**config.mk**
```make
export PLATFORM = sky130hd
export DESIGN_NAME = seven_seg_scan_ctrl
export DESIGN_NICKNAME = d
export VERILOG_FILES = /design/src/rtl/seven_seg_scan_ctrl.sv
export SDC_FILE = /design/constraint.sdc
export NUM_CORES = 1
export LEC_CHECK = 0
export BUFFER_PORTS_ARGS = -buffer_cell sky130_fd_sc_hd__buf_2
export CAP_MARGIN = 10
export CORE_AREA = 3 3 113 115
export CTS_CLUSTER_DIAMETER = 60
export DETAILED_ROUTE_END_ITERATION = 16
export DIE_AREA = 0 0 116 118
export GPL_TIMING_DRIVEN = 0
export PLACE_DENSITY = 0.54
export SLEW_MARGIN = 25
export SYNTH_ARGS = -nofsm -noshare
export SYNTH_HDL_FRONTEND = slang
export SYNTH_SLANG_ARGS = --single-unit
```
**constraint.sdc**
```tcl
create_clock -name clk -period 5.4 [get_ports clk]
set_clock_uncertainty 0.1 [all_clocks]
set_input_delay 1.08 -clock clk [delete_from_list [all_inputs] [get_ports clk]]
set_output_delay 1.08 -clock clk [all_outputs]
set_load 0.005 [all_outputs]
```
**src/rtl/seven_seg_scan_ctrl.sv**
```systemverilog
// rtl/seven_seg_scan_ctrl.sv - four-digit multiplexed seven-segment scan controller
//
// Scans four common-anode digits one at a time. Each digit slot is a run of
// GUARD dark cycles followed by REFRESH_DIV lit cycles. New data is captured
// into shadow registers on load and is only copied into the display registers
// at the end of a full frame, so a frame is never torn.
//
// Ports:
//   clk        - clock, rising edge
//   rst_n      - synchronous active-low reset
//   load       - capture value/dp_in/blank_in into the shadow registers
//   value      - four hex nibbles, nibble k drives digit k (digit 0 rightmost)
//   dp_in      - decimal point enables, bit k for digit k
//   blank_in   - blank enables, bit k for digit k
//   D_seg      - segment bus, active-low {dp,g,f,e,d,c,b,a}
//   D_a        - digit anodes, active-low
//   pending    - shadow update captured but not yet on the display
//   frame_tick - one-cycle pulse on the first cycle of each new frame
module seven_seg_scan_ctrl #(
    parameter int REFRESH_DIV = 100000,
    parameter int GUARD       = 2
) (
    input  logic        clk,
    input  logic        rst_n,
    input  logic        load,
    input  logic [15:0] value,
    input  logic [3:0]  dp_in,
    input  logic [3:0]  blank_in,
    output logic [7:0]  D_seg,
    output logic [3:0]  D_a,
    output logic        pending,
    output logic        frame_tick
);

    localparam int MAXC = (REFRESH_DIV > GUARD) ? REFRESH_DIV : GUARD;
    localparam int CW   = (MAXC > 1) ? $clog2(MAXC) : 1;
    localparam logic [CW-1:0] GUARD_LAST = CW'(GUARD - 1);
    localparam logic [CW-1:0] SHOW_LAST  = CW'(REFRESH_DIV - 1);

    typedef enum logic {ST_GUARD, ST_SHOW} state_t;

    state_t        r_state;
    logic [CW-1:0] r_cnt;
    logic [1:0]    r_digit;

    logic [15:0]   r_shadow_val;
    logic [3:0]    r_shadow_dp;
    logic [3:0]    r_shadow_blank;
    logic [15:0]   r_disp_val;
    logic [3:0]    r_disp_dp;
    logic [3:0]    r_disp_blank;
    logic          r_pending;

    state_t        w_next_state;
    logic [CW-1:0] w_next_cnt;
    logic [1:0]    w_next_digit;
    logic          w_slot_end;
    logic          w_frame_end;
    logic          w_dark;
    logic [3:0]    w_nib;
    logic [6:0]    w_hex;

    // Active-low segments g..a for one hex digit.
    function automatic logic [6:0] hex7(input logic [3:0] n);
        case (n)
            4'h0: hex7 = 7'h40;
            4'h1: hex7 = 7'h79;
            4'h2: hex7 = 7'h24;
            4'h3: hex7 = 7'h30;
            4'h4: hex7 = 7'h19;
            4'h5: hex7 = 7'h12;
            4'h6: hex7 = 7'h02;
            4'h7: hex7 = 7'h78;
            4'h8: hex7 = 7'h00;
            4'h9: hex7 = 7'h10;
            4'hA: hex7 = 7'h08;
            4'hB: hex7 = 7'h03;
            4'hC: hex7 = 7'h46;
            4'hD: hex7 = 7'h21;
            4'hE: hex7 = 7'h06;
            default: hex7 = 7'h0E;
        endcase
    endfunction

    always_comb begin
        w_slot_end   = (r_state == ST_GUARD) ? (r_cnt == GUARD_LAST) : (r_cnt == SHOW_LAST);
        w_frame_end  = (r_state == ST_SHOW) && (r_digit == 2'd3) && w_slot_end;
        w_next_state = r_state;
        w_next_digit = r_digit;
        w_next_cnt   = r_cnt + 1'b1;
        if (w_slot_end) begin
            w_next_cnt = '0;
            if (r_state == ST_GUARD) begin
                w_next_state = ST_SHOW;
            end else begin
                w_next_state = ST_GUARD;
                w_next_digit = r_digit + 2'd1;
            end
        end
        // Outputs are registered for the state being entered. Display registers
        // only change when entering a GUARD slot, which is dark anyway, so the
        // current display copy is always the right source here.
        w_nib  = r_disp_val[{w_next_digit, 2'b00} +: 4];
        w_hex  = hex7(w_nib);
        w_dark = (w_next_state == ST_GUARD) || r_disp_blank[w_next_digit];
    end

    always_ff @(posedge clk) begin
        if (!rst_n) begin
            r_state        <= ST_GUARD;
            r_cnt          <= '0;
            r_digit        <= 2'd0;
            r_shadow_val   <= 16'h0000;
            r_shadow_dp    <= 4'b0000;
            r_shadow_blank <= 4'b1111;
            r_disp_val     <= 16'h0000;
            r_disp_dp      <= 4'b0000;
            r_disp_blank   <= 4'b1111;
            r_pending      <= 1'b0;
            D_a            <= 4'b1111;
            D_seg          <= 8'hFF;
            frame_tick     <= 1'b0;
        end else begin
            r_state    <= w_next_state;
            r_cnt      <= w_next_cnt;
            r_digit    <= w_next_digit;
            frame_tick <= w_frame_end;

            if (w_dark) begin
                D_a   <= 4'b1111;
                D_seg <= 8'hFF;
            end else begin
                D_a   <= ~(4'b0001 << w_next_digit);
                D_seg <= {~r_disp_dp[w_next_digit], w_hex};
            end

            // A load on the boundary edge still applies the older shadow
            // (non-blocking read) and leaves the new capture pending.
            if (w_frame_end && r_pending) begin
                r_disp_val   <= r_shadow_val;
                r_disp_dp    <= r_shadow_dp;
                r_disp_blank <= r_shadow_blank;
            end
            if (load) begin
                r_shadow_val   <= value;
                r_shadow_dp    <= dp_in;
                r_shadow_blank <= blank_in;
            end
            r_pending <= load | (r_pending & ~w_frame_end);
        end
    end

    assign pending = r_pending;

endmodule
```
==> impl_metrics.env <==
export IMPL_status="complete, no violations"
export IMPL_p_leak_uw=0.00169
export IMPL_fin_crit_sh_pct=63.7
export IMPL_pwr_share_comb_pct=11.8
export IMPL_drive_gt1_share_pct=17.0
export IMPL_fp_row_count=40
export IMPL_hold_class="reg -> reg"
export IMPL_cts_tree="yes"
export IMPL_core_um2=11900
export IMPL_cp_startpoint="r_state$_SDFF_PN0_"
export IMPL_antennaDiodeCount=0
export IMPL_reg2reg_to="D_seg[4]$_SDFF_PP1_"
export IMPL_numCtsBuffers=9
export IMPL_hold_viol=0
export IMPL_power_density_nw_per_um2=336
export IMPL_grt_usage_pct=13.1
export IMPL_max_slew_worst_pin_slew_ps=798
export IMPL_clockPowerShare_pct=44.7
export IMPL_portBuffers=38
export IMPL_overflow=0
export IMPL_dp_worst_setup_slack_ps=1940
export IMPL_synth_seq_cells=82
export IMPL_fin_setup_tns_ps=0
export IMPL_die_area_um2=13700
export IMPL_grt_pass1_vias=2863
export IMPL_critPathRequiredTime_ps=5500
export IMPL_switchingPower_uw=359
export IMPL_synth_edf_count=0
export IMPL_clk_pin_slew_ps=60
export IMPL_setup_viol=0
export IMPL_routabilityCongestion=0.789
export IMPL_synth_cell_area_um2=3760
export IMPL_die_h_um=118
export IMPL_worst_r2r_setup_slack_ps=1960
export IMPL_wl_per_cell_um=13.3
export IMPL_worstPathMaxFanout=8
export IMPL_p_int_uw=1140
export IMPL_yosysSeqAreaShare_pct=43.6
export IMPL_setup_worst_path_end="D_seg[4]$_SDFF_PP1_"
export IMPL_io_pins=41
export IMPL_grt_pass1_wl_um=14100
export IMPL_async_flop_share_pct=0
export IMPL_clkSinkCount=82
export IMPL_rsz0062_at_grt="false"
export IMPL_final_nets=494
export IMPL_dp_cells=595
export IMPL_synth_top_area_cell="dfxtp_1"
export IMPL_die_width_um=116
export IMPL_area_growth_pct=18.7
export IMPL_arrival_ps=3530
export IMPL_cts_hold_buf=0
export IMPL_synth_distinct_cells=52
export IMPL_endpoint_kind="flip-flop"
export IMPL_layout_cells_non_filler=611
export IMPL_switching_share_pct=23.9
export IMPL_clock_latency_ps=340
export IMPL_slew_headroom_pct=46.8
export IMPL_root_buffer="clkbuf_16"
export IMPL_grt_start_max_net_pins=14
export IMPL_fin_crit_ps=3440
export IMPL_ys_flop_type="dfxtp_1"
export IMPL_clock_path_buffers=2
export IMPL_antenna_found_initial=0
export IMPL_drv_slew=0
export IMPL_dr_pass1_iters=4
export IMPL_synthDominantCellAreaShare_pct=43.6
export IMPL_syn_avg_cell_area_um2=9.18
export IMPL_syn_inst=410
export IMPL_ys_top_cells_by_area="dfxtp_1, mux2i_1, nand2_1"
export IMPL_start_util_pct=31.6
export IMPL_ir_worst_vdd_mv=0.178
export IMPL_synth_warnings=0
export IMPL_clock_fmax_mhz=291
export IMPL_dp_hpwl_um=6120
export IMPL_vias=2902
export IMPL_critPathKind="reg -> reg"
export IMPL_holdWs_ps=350
export IMPL_start_kind="flip-flop"
export IMPL_cts_setup_buffers=0
export IMPL_synth_nets=445
export IMPL_reg2reg_from="r_state$_SDFF_PN0_"
export IMPL_antenna_left=0
export IMPL_cts_resized=0
export IMPL_htree_levels=3
export IMPL_drc=0
export IMPL_seq_power_share_pct=43.6
export IMPL_wl_um=8150
export IMPL_reg2reg_depth=13
export IMPL_cap_violations=0
export IMPL_setup_ws_ps=1960
export IMPL_vias_per_cell=4.75
export IMPL_drt_iter0_markers=95
export IMPL_fillCellCount=1252
-- registers in the layout, indices dropped and copies added (netlist names) --
name and flops:
r_disp_val 16, r_shadow_dp 4, r_shadow_val 16, r_state 1
D_a 4, frame_tick 1, D_seg 8, r_cnt 17
r_disp_dp 4, r_digit 2, pending 1, r_shadow_blank 4
r_disp_blank 4
-- power groups by stage --
stage / combinational [µW] / sequential (µW) / clock (µW)
after global placement: 174 / 666 / 0
final: 176 / 653 / 669
after floorplan: 142 / 658 / 0
after detailed placement: 177 / 666 / 0
after CTS: 178 / 654 / 690
after global routing: 196 / 657 / 716
-- cell usage after synthesis, types with 2 or more instances --
| cell type | count |
|---|---|
| nand2_1 | 70 |
| nand4_1 | 7 |
| buf_2 | 2 |
| nand2b_1 | 2 |
| xor2_1 | 8 |
| a21boi_1 | 16 |
| nor4b_1 | 2 |
| nor2b_1 | 23 |
| and3_1 | 4 |
| o211ai_1 | 3 |
| inv_1 | 10 |
| clkbuf_1 | 16 |
| and2_1 | 3 |
| o221ai_1 | 5 |
| inv_2 | 2 |
| mux2i_1 | 36 |
| dfxtp_1 | 82 |
| a21oi_1 | 5 |
| nand3_1 | 14 |
| ha_1 | 8 |
| a21boi_0 | 4 |
| buf_6 | 5 |
| xnor2_1 | 10 |
| nor4_1 | 2 |
| nor3_1 | 7 |
| nor2_1 | 37 |
| mux4_2 | 2 |
-- placed cells by master (no fill, tap or decap), types with 7 or more instances in the layout --
cell type  count
inv_1         10
clkbuf_1      17
dfxtp_1       82
ha_1           8
xor2_1         8
nor2b_1       23
nor2_1        37
buf_2         40
a21boi_1      16
nor3_1         7
nand4_1        7
mux2i_1       36
clkbuf_16      9
nand2_1       70
nand3_1       14
xnor2_1       10
-- how the worst min path moves through the flow --
stage | startpoint | to | slack (ps) | depth (start not counted)
2_1_floorplan | r_disp_dp[2]$_SDFFE_PN0P_ | r_disp_dp[2]$_SDFFE_PN0P_ | 330 | 2
3_5_place_dp | r_disp_dp[2]$_SDFFE_PN0P_ | r_disp_dp[2]$_SDFFE_PN0P_ | 340 | 2
6_report | r_disp_dp[2]$_SDFFE_PN0P_ | r_disp_dp[2]$_SDFFE_PN0P_ | 350 | 2
3_3_place_gp | r_disp_dp[2]$_SDFFE_PN0P_ | r_disp_dp[2]$_SDFFE_PN0P_ | 340 | 2
4_1_cts | r_disp_dp[2]$_SDFFE_PN0P_ | r_disp_dp[2]$_SDFFE_PN0P_ | 360 | 2
5_1_grt | r_disp_val[2]$_SDFFE_PN0P_ | r_disp_val[2]$_SDFFE_PN0P_ | 370 | 2
-- routing by layer --
layer	vias up	track usage, %	wire length, µm
met4	0	6.09	191
met1	1345	17.6	3970
met3	16	3.34	327
li1	1497	-	-
met5	-	0	0
met2	44	19.3	3660
-- layout make-up --
type / instances / area, µm² / area share (%)
Buffer: 24 / 134 / 3.00
Clock buffer: 12 / 256 / 5.74
Clock inverter: 4 / 73.8 / 1.65
Inverter: 13 / 48.8 / 1.09
Multi-Input combinational cell: 291 / 1940 / 43.4
Sequential cell: 82 / 1640 / 36.8
Tap cell: 147 / 184 / 4.12
Timing Repair Buffer: 38 / 190 / 4.26
-- worst max-delay path, cell delays in order, from the launching register on --
cell      delay, ps
dfxtp_1         310
buf_6           130
or4_4           530
o22a_4          260
nor3_4          290
or2b_2          210
mux2i_1          90
a221oi_2        530
inv_1           160
ha_1            260
inv_1            70
nor2_1           60
a21oi_1         130
o221ai_1        150
-- metrics by stage --
stage          total power, µW  util (%)  instance area [µm²]
2_1_floorplan              800         -                 3760
3_3_place_gp               840      34.7                 4140
3_5_place_dp               844      34.7                 4140
4_1_cts                   1520      37.5                 4470
5_1_grt                   1570      37.5                 4470
6_report                  1500      37.5                 4470
-- logic make-up (layout without fill, tap and decap cells) --
group / count (synthesis) / after routing / share of synthesized area, %
AOI/OAI and AO/OA: 44 / 44 / 9.54
xor gates and xnor gates: 18 / 18 / 4.19
adders and majority gates: 8 / 8 / 2.66
buffers and inverters: 37 / 91 / 4.86
DFF: 82 / 82 / 43.6
muxes: 39 / 39 / 11.4
and+or+nand+nor: 182 / 182 / 23.7
Note: power is estimated with default switching activity, not from simulation.
